<file path="config.mk">
export PLATFORM = sky130hd
export DESIGN_NAME = spi_master_periph
export DESIGN_NICKNAME = d
export VERILOG_FILES = /design/src/rtl/spi_master_periph.sv
export SDC_FILE = /design/constraint.sdc
export NUM_CORES = 1
export LEC_CHECK = 0
export CELL_PAD_IN_SITES_DETAIL_PLACEMENT = 0
export CELL_PAD_IN_SITES_GLOBAL_PLACEMENT = 1
export CORE_UTILIZATION = 37
export CTS_CLUSTER_DIAMETER = 30
export DETAILED_ROUTE_END_ITERATION = 10
export PLACE_DENSITY_LB_ADDON = 0.2
export SETUP_SLACK_MARGIN = 0.5
export SYNTH_ARGS = -nofsm -noshare
export SYNTH_HDL_FRONTEND = slang
export SYNTH_SLANG_ARGS = --single-unit
</file>
<file path="constraint.sdc">
create_clock -name CLK -period 2.9 [get_ports CLK]
set_clock_uncertainty 0.1 [all_clocks]
set_input_delay 0.725 -clock CLK [delete_from_list [all_inputs] [get_ports CLK]]
set_output_delay 0.725 -clock CLK [all_outputs]
set_load 0.05 [all_outputs]
</file>
<file path="src/rtl/spi_master_periph.sv">
// Memory-mapped SPI master (mode 0, byte-wide, MSB first) with a 16-byte
// register window: CTRL, RXDATA, STATUS and CLKDIV.
module spi_master_periph #(
  parameter logic [31:0] BASE_ADDR   = 32'h2000_1000,
  parameter logic [7:0]  DEFAULT_DIV = 8'd4
) (
  input  logic        CLK,
  input  logic        RESET,
  input  logic        mem_valid,
  input  logic [31:0] mem_addr,
  input  logic [31:0] mem_wdata,
  input  logic [3:0]  mem_wmask,
  output logic [31:0] mem_rdata,
  output logic        mem_ready,
  output logic        SPI_SCLK,
  output logic        SPI_MOSI,
  input  logic        SPI_MISO,
  output logic        SPI_CS_N
);

  localparam int unsigned BYTE_W = 8;
  localparam int unsigned CNT_W  = 8;
  localparam int unsigned BIT_W  = 3;

  localparam logic [1:0] REG_CTRL = 2'd0;
  localparam logic [1:0] REG_RX   = 2'd1;
  localparam logic [1:0] REG_STAT = 2'd2;
  localparam logic [1:0] REG_DIV  = 2'd3;

  typedef enum logic [2:0] {
    ST_IDLE,
    ST_SETUP,
    ST_HIGH,
    ST_LOW,
    ST_HOLD
  } state_e;

  state_e              state_q, state_d;
  logic [CNT_W-1:0]    cnt_q, cnt_d;
  logic [BIT_W-1:0]    bit_q, bit_d;
  logic [BYTE_W-1:0]   tx_q, tx_d;
  logic [BYTE_W-1:0]   rx_q, rx_d;
  logic [BYTE_W-1:0]   rxdata_q, rxdata_d;
  logic [BYTE_W-1:0]   txbyte_q, txbyte_d;
  logic [BYTE_W-1:0]   div_q, div_d;
  logic                en_q, en_d;
  logic                done_q, done_d;
  logic                ovr_q, ovr_d;
  logic                ready_q, ready_d;
  logic [31:0]         rdata_q, rdata_d;
  logic                sclk_q, sclk_d;
  logic                mosi_q, mosi_d;
  logic                cs_n_q, cs_n_d;

  logic                hit_c;
  logic                wr_c;
  logic [1:0]          sel_c;
  logic                ctrl_wr_c;
  logic                rx_rd_c;
  logic                stat_wr_c;
  logic                div_wr_c;
  logic                busy_c;
  logic                en_new_c;
  logic [BYTE_W-1:0]   tx_new_c;
  logic                start_c;
  logic                go_c;
  logic                abort_c;
  logic [31:0]         rd_val_c;
  logic                unused_c;

  assign unused_c = ^{mem_addr[1:0], mem_wdata[31:16]};

  // Bus decode and the register values a CTRL store would leave behind
  assign hit_c     = mem_valid && !ready_q && (mem_addr[31:4] == BASE_ADDR[31:4]);
  assign wr_c      = |mem_wmask;
  assign sel_c     = mem_addr[3:2];
  assign ctrl_wr_c = hit_c && wr_c && (sel_c == REG_CTRL);
  assign rx_rd_c   = hit_c && !wr_c && (sel_c == REG_RX);
  assign stat_wr_c = hit_c && wr_c && (sel_c == REG_STAT);
  assign div_wr_c  = hit_c && wr_c && (sel_c == REG_DIV);
  assign busy_c    = (state_q != ST_IDLE);
  assign en_new_c  = (ctrl_wr_c && mem_wmask[0]) ? mem_wdata[0] : en_q;
  assign tx_new_c  = (ctrl_wr_c && mem_wmask[1]) ? mem_wdata[15:8] : txbyte_q;
  assign start_c   = ctrl_wr_c && mem_wmask[0] && mem_wdata[1] && en_new_c;
  assign go_c      = start_c && !busy_c;
  assign abort_c   = ctrl_wr_c && mem_wmask[0] && !mem_wdata[0] && busy_c;

  // Read mux reflects state before the committing edge
  always_comb begin
    rd_val_c = '0;
    case (sel_c)
      REG_CTRL: rd_val_c = {16'h0, txbyte_q, 6'h0, 1'b0, en_q};
      REG_RX:   rd_val_c = {24'h0, rxdata_q};
      REG_STAT: rd_val_c = {29'h0, ovr_q, done_q, busy_c};
      REG_DIV:  rd_val_c = {24'h0, div_q};
      default:  rd_val_c = '0;
    endcase
  end

  // Next-state: register writes, transfer sequencing and sticky flags
  always_comb begin
    state_d  = state_q;
    cnt_d    = cnt_q;
    bit_d    = bit_q;
    tx_d     = tx_q;
    rx_d     = rx_q;
    rxdata_d = rxdata_q;
    txbyte_d = tx_new_c;
    en_d     = en_new_c;
    done_d   = done_q;
    ovr_d    = ovr_q;
    div_d    = div_q;
    ready_d  = hit_c;
    rdata_d  = '0;
    sclk_d   = sclk_q;
    mosi_d   = mosi_q;
    cs_n_d   = cs_n_q;

    if (hit_c && !wr_c) rdata_d = rd_val_c;
    if (rx_rd_c) done_d = 1'b0;
    if (stat_wr_c && mem_wmask[0] && mem_wdata[2]) ovr_d = 1'b0;
    if (div_wr_c && mem_wmask[0]) div_d = mem_wdata[7:0];

    case (state_q)
      ST_IDLE: begin
        if (go_c) begin
          state_d = ST_SETUP;
          cs_n_d  = 1'b0;
          tx_d    = tx_new_c;
          mosi_d  = tx_new_c[7];
          cnt_d   = div_q;
          bit_d   = '0;
          done_d  = 1'b0;
        end
      end
      default: begin
        if (abort_c) begin
          state_d = ST_IDLE;
          cs_n_d  = 1'b1;
          sclk_d  = 1'b0;
          mosi_d  = 1'b0;
        end else if (cnt_q != '0) begin
          cnt_d = cnt_q - CNT_W'(1);
        end else begin
          // Half-period boundary: a new CLKDIV is picked up here
          cnt_d = div_q;
          case (state_q)
            ST_SETUP: begin
              state_d = ST_HIGH;
              sclk_d  = 1'b1;
              rx_d    = {rx_q[6:0], SPI_MISO};
            end
            ST_HIGH: begin
              state_d = ST_LOW;
              sclk_d  = 1'b0;
              mosi_d  = tx_q[6];
              tx_d    = {tx_q[6:0], 1'b0};
            end
            ST_LOW: begin
              if (bit_q == BIT_W'(7)) begin
                state_d = ST_HOLD;
              end else begin
                state_d = ST_HIGH;
                bit_d   = bit_q + BIT_W'(1);
                sclk_d  = 1'b1;
                rx_d    = {rx_q[6:0], SPI_MISO};
              end
            end
            ST_HOLD: begin
              state_d  = ST_IDLE;
              cs_n_d   = 1'b1;
              mosi_d   = 1'b0;
              rxdata_d = rx_q;
              done_d   = 1'b1;
            end
            default: state_d = ST_IDLE;
          endcase
        end
      end
    endcase

    if (start_c && busy_c) ovr_d = 1'b1;
  end

  // State and output registers
  always_ff @(posedge CLK or posedge RESET) begin
    if (RESET) begin
      state_q  <= ST_IDLE;
      cnt_q    <= '0;
      bit_q    <= '0;
      tx_q     <= '0;
      rx_q     <= '0;
      rxdata_q <= '0;
      txbyte_q <= '0;
      en_q     <= 1'b0;
      done_q   <= 1'b0;
      ovr_q    <= 1'b0;
      div_q    <= DEFAULT_DIV;
      ready_q  <= 1'b0;
      rdata_q  <= '0;
      sclk_q   <= 1'b0;
      mosi_q   <= 1'b0;
      cs_n_q   <= 1'b1;
    end else begin
      state_q  <= state_d;
      cnt_q    <= cnt_d;
      bit_q    <= bit_d;
      tx_q     <= tx_d;
      rx_q     <= rx_d;
      rxdata_q <= rxdata_d;
      txbyte_q <= txbyte_d;
      en_q     <= en_d;
      done_q   <= done_d;
      ovr_q    <= ovr_d;
      div_q    <= div_d;
      ready_q  <= ready_d;
      rdata_q  <= rdata_d;
      sclk_q   <= sclk_d;
      mosi_q   <= mosi_d;
      cs_n_q   <= cs_n_d;
    end
  end

  assign mem_ready = ready_q;
  assign mem_rdata = rdata_q;
  assign SPI_SCLK  = sclk_q;
  assign SPI_MOSI  = mosi_q;
  assign SPI_CS_N  = cs_n_q;

endmodule

</file>
==> results of run 1 <==
timing repair:
item,in CTS,in global routing
gates resized for setup,33,22
buffers inserted,3,4
pin swaps,12,16
endpoints found under the setup margin,51,44
gates cloned,0,1
hold endpoints to repair,0,0
cells by family (layout without fill, tap and decap cells):
logic type                 count (synthesis)  in the layout  synth area share [%]
and+or+nand+nor                          106            107                 16.96
AOI/OAI and AO/OA                         58             58                 11.72
muxes                                     49             49                 14.10
buffers and inverters                     48            147                 6.855
other                                      1             16               0.09646
adders and majority gates                  4              4                 1.287
DFF                                       76             76                 48.99
where the power goes:
group          internal (mW)  switching, mW
Clock                  0.410          0.436
Combinational         0.0749          0.103
Sequential              1.06       0.000426
Total                   1.54          0.540
metal layers:
metal | global-route usage [%] | share of wire [%] | vias up
met4 | 5.408 | 1.0 | 0
met3 | 3.509 | 4.1 | 10
met1 | 23.70 | 47 | 1526
met5 | 0 | 0 | -
met2 | 28.33 | 48 | 79
li1 | - | - | 1440
worst reg2reg max path: stages (launching register included):
cell	delay, ps
sky130_fd_sc_hd__dfrtp_1	410
sky130_fd_sc_hd__inv_1	110
sky130_fd_sc_hd__ha_1	190
sky130_fd_sc_hd__nor3b_4	240
sky130_fd_sc_hd__and2_1	260
sky130_fd_sc_hd__nand3_1	260
sky130_fd_sc_hd__nor2_4	300
sky130_fd_sc_hd__mux2_2	360
placed cells by master (no fill, tap or decap), types with 3 or more instances in the layout:
cell type                         count
sky130_fd_sc_hd__dfrtp_1             74
sky130_fd_sc_hd__clkdlybuf4s50_1     45
sky130_fd_sc_hd__mux2_2              36
sky130_fd_sc_hd__buf_4               34
sky130_fd_sc_hd__nor2_1              17
sky130_fd_sc_hd__dlygate4sd2_1       17
sky130_fd_sc_hd__conb_1              16
sky130_fd_sc_hd__inv_1               15
sky130_fd_sc_hd__nand3_1             14
sky130_fd_sc_hd__nor3_1              12
sky130_fd_sc_hd__mux2i_1             12
sky130_fd_sc_hd__nand2_1             11
sky130_fd_sc_hd__and2_1               9
sky130_fd_sc_hd__clkbuf_8             9
sky130_fd_sc_hd__a21oi_1              8
sky130_fd_sc_hd__o21ai_0              7
sky130_fd_sc_hd__a22oi_1              6
sky130_fd_sc_hd__clkdlybuf4s15_1      6
sky130_fd_sc_hd__o211ai_1             5
sky130_fd_sc_hd__nand4_1              5
sky130_fd_sc_hd__a221oi_1             5
sky130_fd_sc_hd__dlymetal6s2s_1       5
sky130_fd_sc_hd__buf_6                5
sky130_fd_sc_hd__nor4_4               4
sky130_fd_sc_hd__ha_1                 4
sky130_fd_sc_hd__nor4b_4              3
sky130_fd_sc_hd__nor3b_4              3
sky130_fd_sc_hd__and4_1               3
sky130_fd_sc_hd__or3_1                3
sky130_fd_sc_hd__nor4_1               3
sky130_fd_sc_hd__nor2b_1              3
sky130_fd_sc_hd__a22o_1               3
sky130_fd_sc_hd__inv_6                3
sky130_fd_sc_hd__buf_12               3
per-stage QoR:
stage	setup TNS [ps]	hold slack, ps	setup slack, ps
after floorplan	0	349.4	497.2
after global placement	-858.2	359.0	-86.93
after detailed placement	-1269	384.7	-121.7
after CTS	0	387.1	507.9
after global routing	0	404.6	452.0
final	0	380.1	512.5
flip-flops by register name (all words and copies together), names as in the netlist:
name	cells
div_q	8
mem_rdata	16
SPI_MOSI	1
ovr_q	1
state_q	3
tx_q	7
txbyte_q	8
cnt_q	8
done_q	1
mem_ready	1
bit_q	3
SPI_CS_N	1
rxdata_q	8
en_q	1
SPI_SCLK	1
rx_q	8
final timing paths:
check | to | slack [ps]
worst min-delay path | mem_rdata[8] | 380
worst min register to register | mem_rdata[8] | 380
min in group asynchronous | cnt_q[2] | 610
worst max register to register | rxdata_q[0] | 550
max in group asynchronous | SPI_CS_N | 1400
worst max-delay path | mem_ready | 510
final cells by class:
type,count,area share [%]
clock buffer,9,2.320
clock inverter,7,1.523
inverter,16,1.195
multi-input combinational,234,35.64
sequential,76,35.66
tap,136,3.187
timing repair buffer,115,20.48
==> flow_metrics.env, run 1 <==
export IMPL_outcome="finished, final reports clean"
export IMPL_post_layout_nonfiller_instances=593
export IMPL_post_route_drc_count=0
export IMPL_clkLatencyLatePin_ps=350
export IMPL_most_frequent_cell_after_synthesis="sky130_fd_sc_hd__dfrtp_1"
export IMPL_report_final_setup_viol=0
export IMPL_crit_arrival_ps=1560
export IMPL_floorplan_initialDensity_pct=37.83
export IMPL_hold_path_startpoint="txbyte_q[0]"
export IMPL_layout_core_utilization_pct=51.96
export IMPL_final_hold_viol_count=0
export IMPL_post_cts_hold_buffer_count=0
export IMPL_drtIter0Drc=118
export IMPL_power_density_cell_area_mw_per_mm2=390.3
export IMPL_ctsRootBufferMaster="sky130_fd_sc_hd__clkbuf_8"
export IMPL_ir_drop_v=0.0003245
export IMPL_reg2reg_depth=7
export IMPL_syn_to_final_growth_pct=37.37
export IMPL_crit_reg2reg_launch="cnt_q[0]"
export IMPL_path_cells="clkdlybuf4s50_1"
export IMPL_ff_latch_area_mm2=0.001904
export IMPL_worst_path_max_fanout=2
export IMPL_rsz0062_at_grt="yes"
export IMPL_die_span_x_um=104.5
export IMPL_avgViaCountPerCell=5.152
export IMPL_route_vias_total=3055
export IMPL_cap_violations=0
export IMPL_synthCells=342
export IMPL_row_count=37
export IMPL_synth_warning_count=0
export IMPL_num_io_pins=108
export IMPL_critPathKind="reg2out"
export IMPL_placeable_core_region_mm2=0.01028
export IMPL_numPlacedInstances=569
export IMPL_post_synth_instance_area_mm2=0.003887
export IMPL_max_freq_mhz=418.9
export IMPL_yosysTopAreaCell="sky130_fd_sc_hd__dfrtp_1"
export IMPL_worstMarginPinSlew_ps=527.3
export IMPL_crit_required_ps=2080
export IMPL_die_y_um=104.5
export IMPL_fin_area_mm2=0.005340
export IMPL_crit_startpoint="mem_ready"
export IMPL_gp_routability_congestion=0.7454
export IMPL_numClockSinks=76
export IMPL_grt_overflow_total=0
export IMPL_first_pass_iters=4
export IMPL_place_area_mm2=0.004979
export IMPL_total_stage_count_of_the_critical_path=1
export IMPL_nets=528
export IMPL_postSynthAreaPerCell_um2=11.37
export IMPL_cts_htree_levels=3
export IMPL_port_buffers=73
export IMPL_synth_top_cells_by_count="sky130_fd_sc_hd__dfrtp_1 (74), sky130_fd_sc_hd__mux2_2 (36), sky130_fd_sc_hd__buf_4 (20)"
export IMPL_period_utilisation_layout_pct=82.33
export IMPL_yosysSeqAreaShare_pct=48.99
export IMPL_antenna_diode_count=0
export IMPL_tritoncts="done"
export IMPL_synth_seq_cells=76
export IMPL_number_of_synthesized_flops_with_an_enable_pin=0
export IMPL_grt_max_degree=39
export IMPL_cp_end_kind="primary output"
export IMPL_holdPathStages=1
export IMPL_critPathBufInv=1
export IMPL_post_detailed_routing_wire_length_mm=9.289
export IMPL_slew_headroom_pct=64.74
export IMPL_synthFlopType="sky130_fd_sc_hd__dfrtp_1"
export IMPL_final_layout_size_suffix_gt1_share_pct=27.79
export IMPL_slew_violations=0
export IMPL_dieArea_mm2=0.01092
export IMPL_ys_types=58
export IMPL_cts_path_max_buffers=2
export IMPL_netlist_area_leader_share_pct=47.63
export IMPL_synth_area_top_cells="sky130_fd_sc_hd__dfrtp_1 (48%), sky130_fd_sc_hd__mux2_2 (10%), sky130_fd_sc_hd__buf_4 (3.9%)"
export IMPL_layout_min_cycle_time_ps=2387
export IMPL_wire_length_of_the_first_global_routing_pass_mm=15.17
export IMPL_worst_path_largest_cell_delay_ps=830
export IMPL_leakage_nw=2.395
export IMPL_ant_nets=0
export IMPL_multi_input_area_mm2=0.001903
export IMPL_hold_path_class="reg2reg"
export IMPL_avgRoutedWirePerCell_um=15.66
export IMPL_grt_pass1_vias=3060
export IMPL_cpLargestDelayFamily="buffers and inverters"
export IMPL_cts_inserted_buffers=9
export IMPL_post_layout_total_power_mw=2.084
export IMPL_async_s_r_ff_share_synth_pct=100.0
export IMPL_global_route_usage_total_pct=17.57
export IMPL_worst_setup_path_start_kind="register"
export IMPL_clk_transition_reported_paths_ps=90
export IMPL_layout_filler_cells=961
export IMPL_grt_antenna_before_repair=0
export IMPL_detailed_place_hpwl_mm=6.875
export IMPL_critPathSlowestCell="sky130_fd_sc_hd__clkdlybuf4s50_1"
Power figures use the tool's default switching activity.
==> inputs of run 2 (changes only) <==
==> constraint.sdc (replaced) <==
create_clock -name CLK -period 2.5 [get_ports CLK]
set_clock_uncertainty 0.1 [all_clocks]
set_input_delay 0.625 -clock CLK [delete_from_list [all_inputs] [get_ports CLK]]
set_output_delay 0.625 -clock CLK [all_outputs]
set_load 0.05 [all_outputs]
==> flow_metrics.env, run 2 (synthesized netlist as in run 1, its figures left out) <==
export IMPL_placeable_core_region_mm2=0.01028
export IMPL_num_io_pins=108
export IMPL_crit_required_ps=2670
export IMPL_slew_violations=0
export IMPL_hold_path_class="reg2reg"
export IMPL_crit_startpoint="mem_addr[31]"
export IMPL_detailed_place_hpwl_mm=6.969
export IMPL_rsz0062_at_grt="yes"
export IMPL_layout_filler_cells=877
export IMPL_clk_transition_reported_paths_ps=80
export IMPL_avgRoutedWirePerCell_um=16.35
export IMPL_power_density_cell_area_mw_per_mm2=410.4
export IMPL_critPathKind="in2reg"
export IMPL_ctsRootBufferMaster="sky130_fd_sc_hd__clkbuf_8"
export IMPL_crit_reg2reg_launch="cnt_q[0]"
export IMPL_cts_htree_levels=3
export IMPL_p_int_mw=1.819
export IMPL_crit_reg2reg_capture="tx_q[4]"
export IMPL_gp_routability_congestion=0.7705
export IMPL_ant_nets=0
export IMPL_share_comb_of_total_power_pct=8.9
export IMPL_final_layout_size_suffix_gt1_share_pct=46.36
export IMPL_grt_antenna_before_repair=0
export IMPL_floorplan_initialDensity_pct=37.83
export IMPL_mostFrequentLayoutCell="sky130_fd_sc_hd__dfrtp_1"
export IMPL_global_route_usage_total_pct=20.02
export IMPL_outcome="finished, final reports clean"
export IMPL_numClockSinks=76
export IMPL_cts_path_max_buffers=2
export IMPL_port_buffers=73
export IMPL_finalWorstSetupSlack_ps=352.5
export IMPL_most_used_cell_along_the_critical_path="sky130_fd_sc_hd__buf_6"
export IMPL_tritoncts="done"
export IMPL_post_layout_total_power_mw=2.457
export IMPL_post_detailed_routing_wire_length_mm=10.30
export IMPL_critPathSlowestCell="sky130_fd_sc_hd__a211oi_4"
export IMPL_total_stage_count_of_the_critical_path=9
export IMPL_max_freq_mhz=465.6
export IMPL_cap_violations=0
export IMPL_p_switching_uw=638.7
export IMPL_dieArea_mm2=0.01092
export IMPL_power_frac_seq_pct=50.0
export IMPL_reg2reg_depth=8
export IMPL_worst_path_max_fanout=7
export IMPL_layout_min_cycle_time_ps=2148
export IMPL_critPathBufInv=4
export IMPL_clock_power_share_pct=41.1
export IMPL_ir_drop_v=0.0002795
export IMPL_wire_length_of_the_first_global_routing_pass_mm=17.19
export IMPL_first_pass_iters=6
export IMPL_post_route_drc_count=0
export IMPL_crit_arrival_ps=2320
export IMPL_path_cells="buf_6 -> nor4b_4 -> and4_1 -> buf_6 -> buf_6 -> nand4_4 -> a211oi_4 -> buf_12 -> mux2i_1"
export IMPL_cp_end_kind="register"
export IMPL_antenna_diode_count=0
export IMPL_nets=565
export IMPL_fraction_of_power_spent_switching_nets_pct=25.99
export IMPL_die_y_um=104.5
export IMPL_worst_setup_path_start_kind="input pin"
export IMPL_timing_critical_path_to="tx_q[4]"
export IMPL_fin_area_mm2=0.005988
export IMPL_grt_pass1_vias=3298
export IMPL_report_final_setup_viol=0
export IMPL_layout_cells_most_common_list="sky130_fd_sc_hd__dfrtp_1 (71), sky130_fd_sc_hd__buf_4 (47), sky130_fd_sc_hd__buf_6 (36), sky130_fd_sc_hd__mux2_4 (30)"
export IMPL_syn_to_final_growth_pct=54.04
export IMPL_route_vias_total=3222
export IMPL_grt_max_degree=34
export IMPL_reg2reg_setup_slack_ps=350
export IMPL_grt_overflow_total=0
export IMPL_worst_path_largest_cell_delay_ps=330
export IMPL_die_span_x_um=104.5
export IMPL_drtIter0Drc=120
export IMPL_slew_headroom_pct=61.12
export IMPL_clkLatencyLatePin_ps=350
export IMPL_cpLargestDelayFamily="simple AND/OR/NAND/NOR gates"
export IMPL_leakage_nw=2.723
export IMPL_worst_hold_slack_ps=386.5
export IMPL_cts_inserted_buffers=9
export IMPL_worstMarginPinSlew_ps=580.4
export IMPL_final_hold_viol_count=0
export IMPL_period_utilisation_layout_pct=85.90
export IMPL_largest_register_ffs=16
export IMPL_place_area_mm2=0.005216
export IMPL_avgViaCountPerCell=5.114
export IMPL_preCtsSetupSlack_ps=-306.4
export IMPL_row_count=37
-- run 2: worst min-delay path by stage --
stage                start      endpoint  slack, ps  cells after the start
6_report          SPI_CS_N      SPI_CS_N        390                      1
5_1_grt           SPI_SCLK      SPI_SCLK        400                      1
4_1_cts           SPI_SCLK      SPI_SCLK        390                      1
3_5_place_dp      SPI_SCLK      SPI_SCLK        380                      1
3_3_place_gp   txbyte_q[0]  mem_rdata[8]        360                      1
2_1_floorplan  txbyte_q[0]  mem_rdata[8]        350                      1
-- run 2: layout make-up --
cell class	count	area, um2	share of cell area [%]
clock buffer	10	137.6	2.298
clock inverter	6	70.07	1.170
inverter	16	63.81	1.066
multi-input combinational	234	2247	37.53
sequential	76	1908	31.86
tap	136	170.2	2.842
timing repair buffer	152	1391	23.23
-- run 2: metrics by stage --
step	utilization, %	TNS [ps]	cells
3_3_place_gp	50.75	-10780	580
6_report	58.27	0	630
2_1_floorplan	-	0	357
5_1_grt	58.27	0	630
3_5_place_dp	50.75	-11690	580
4_1_cts	56.37	0	623
-- run 2: power by group through the flow --
stage | clock [mW] | combinational [mW] | sequential (mW)
after CTS | 1.02 | 0.216 | 1.23
final | 1.01 | 0.219 | 1.23
after global placement | 0 | 0.228 | 1.25
after detailed placement | 0 | 0.229 | 1.25
after floorplan | 0 | 0.121 | 1.25
after global routing | 1.08 | 0.235 | 1.23
-- run 2: metal layers --
layer | track usage, % | routed length, um | up-vias
met3 | 4.073 | 325 | 10
li1 | - | - | 1521
met5 | 0 | 0 | -
met4 | 4.898 | 113 | 0
met2 | 31.55 | 4937 | 64
met1 | 28.08 | 4924 | 1627
-- run 2: timing repair --
item                       4_1_cts  5_1_grt
hold buffers                     0        0
pin swaps                       30       20
gates cloned                     2        0
setup endpoints to repair       95       71
setup buffers                   25        7
gates resized for setup        214       40
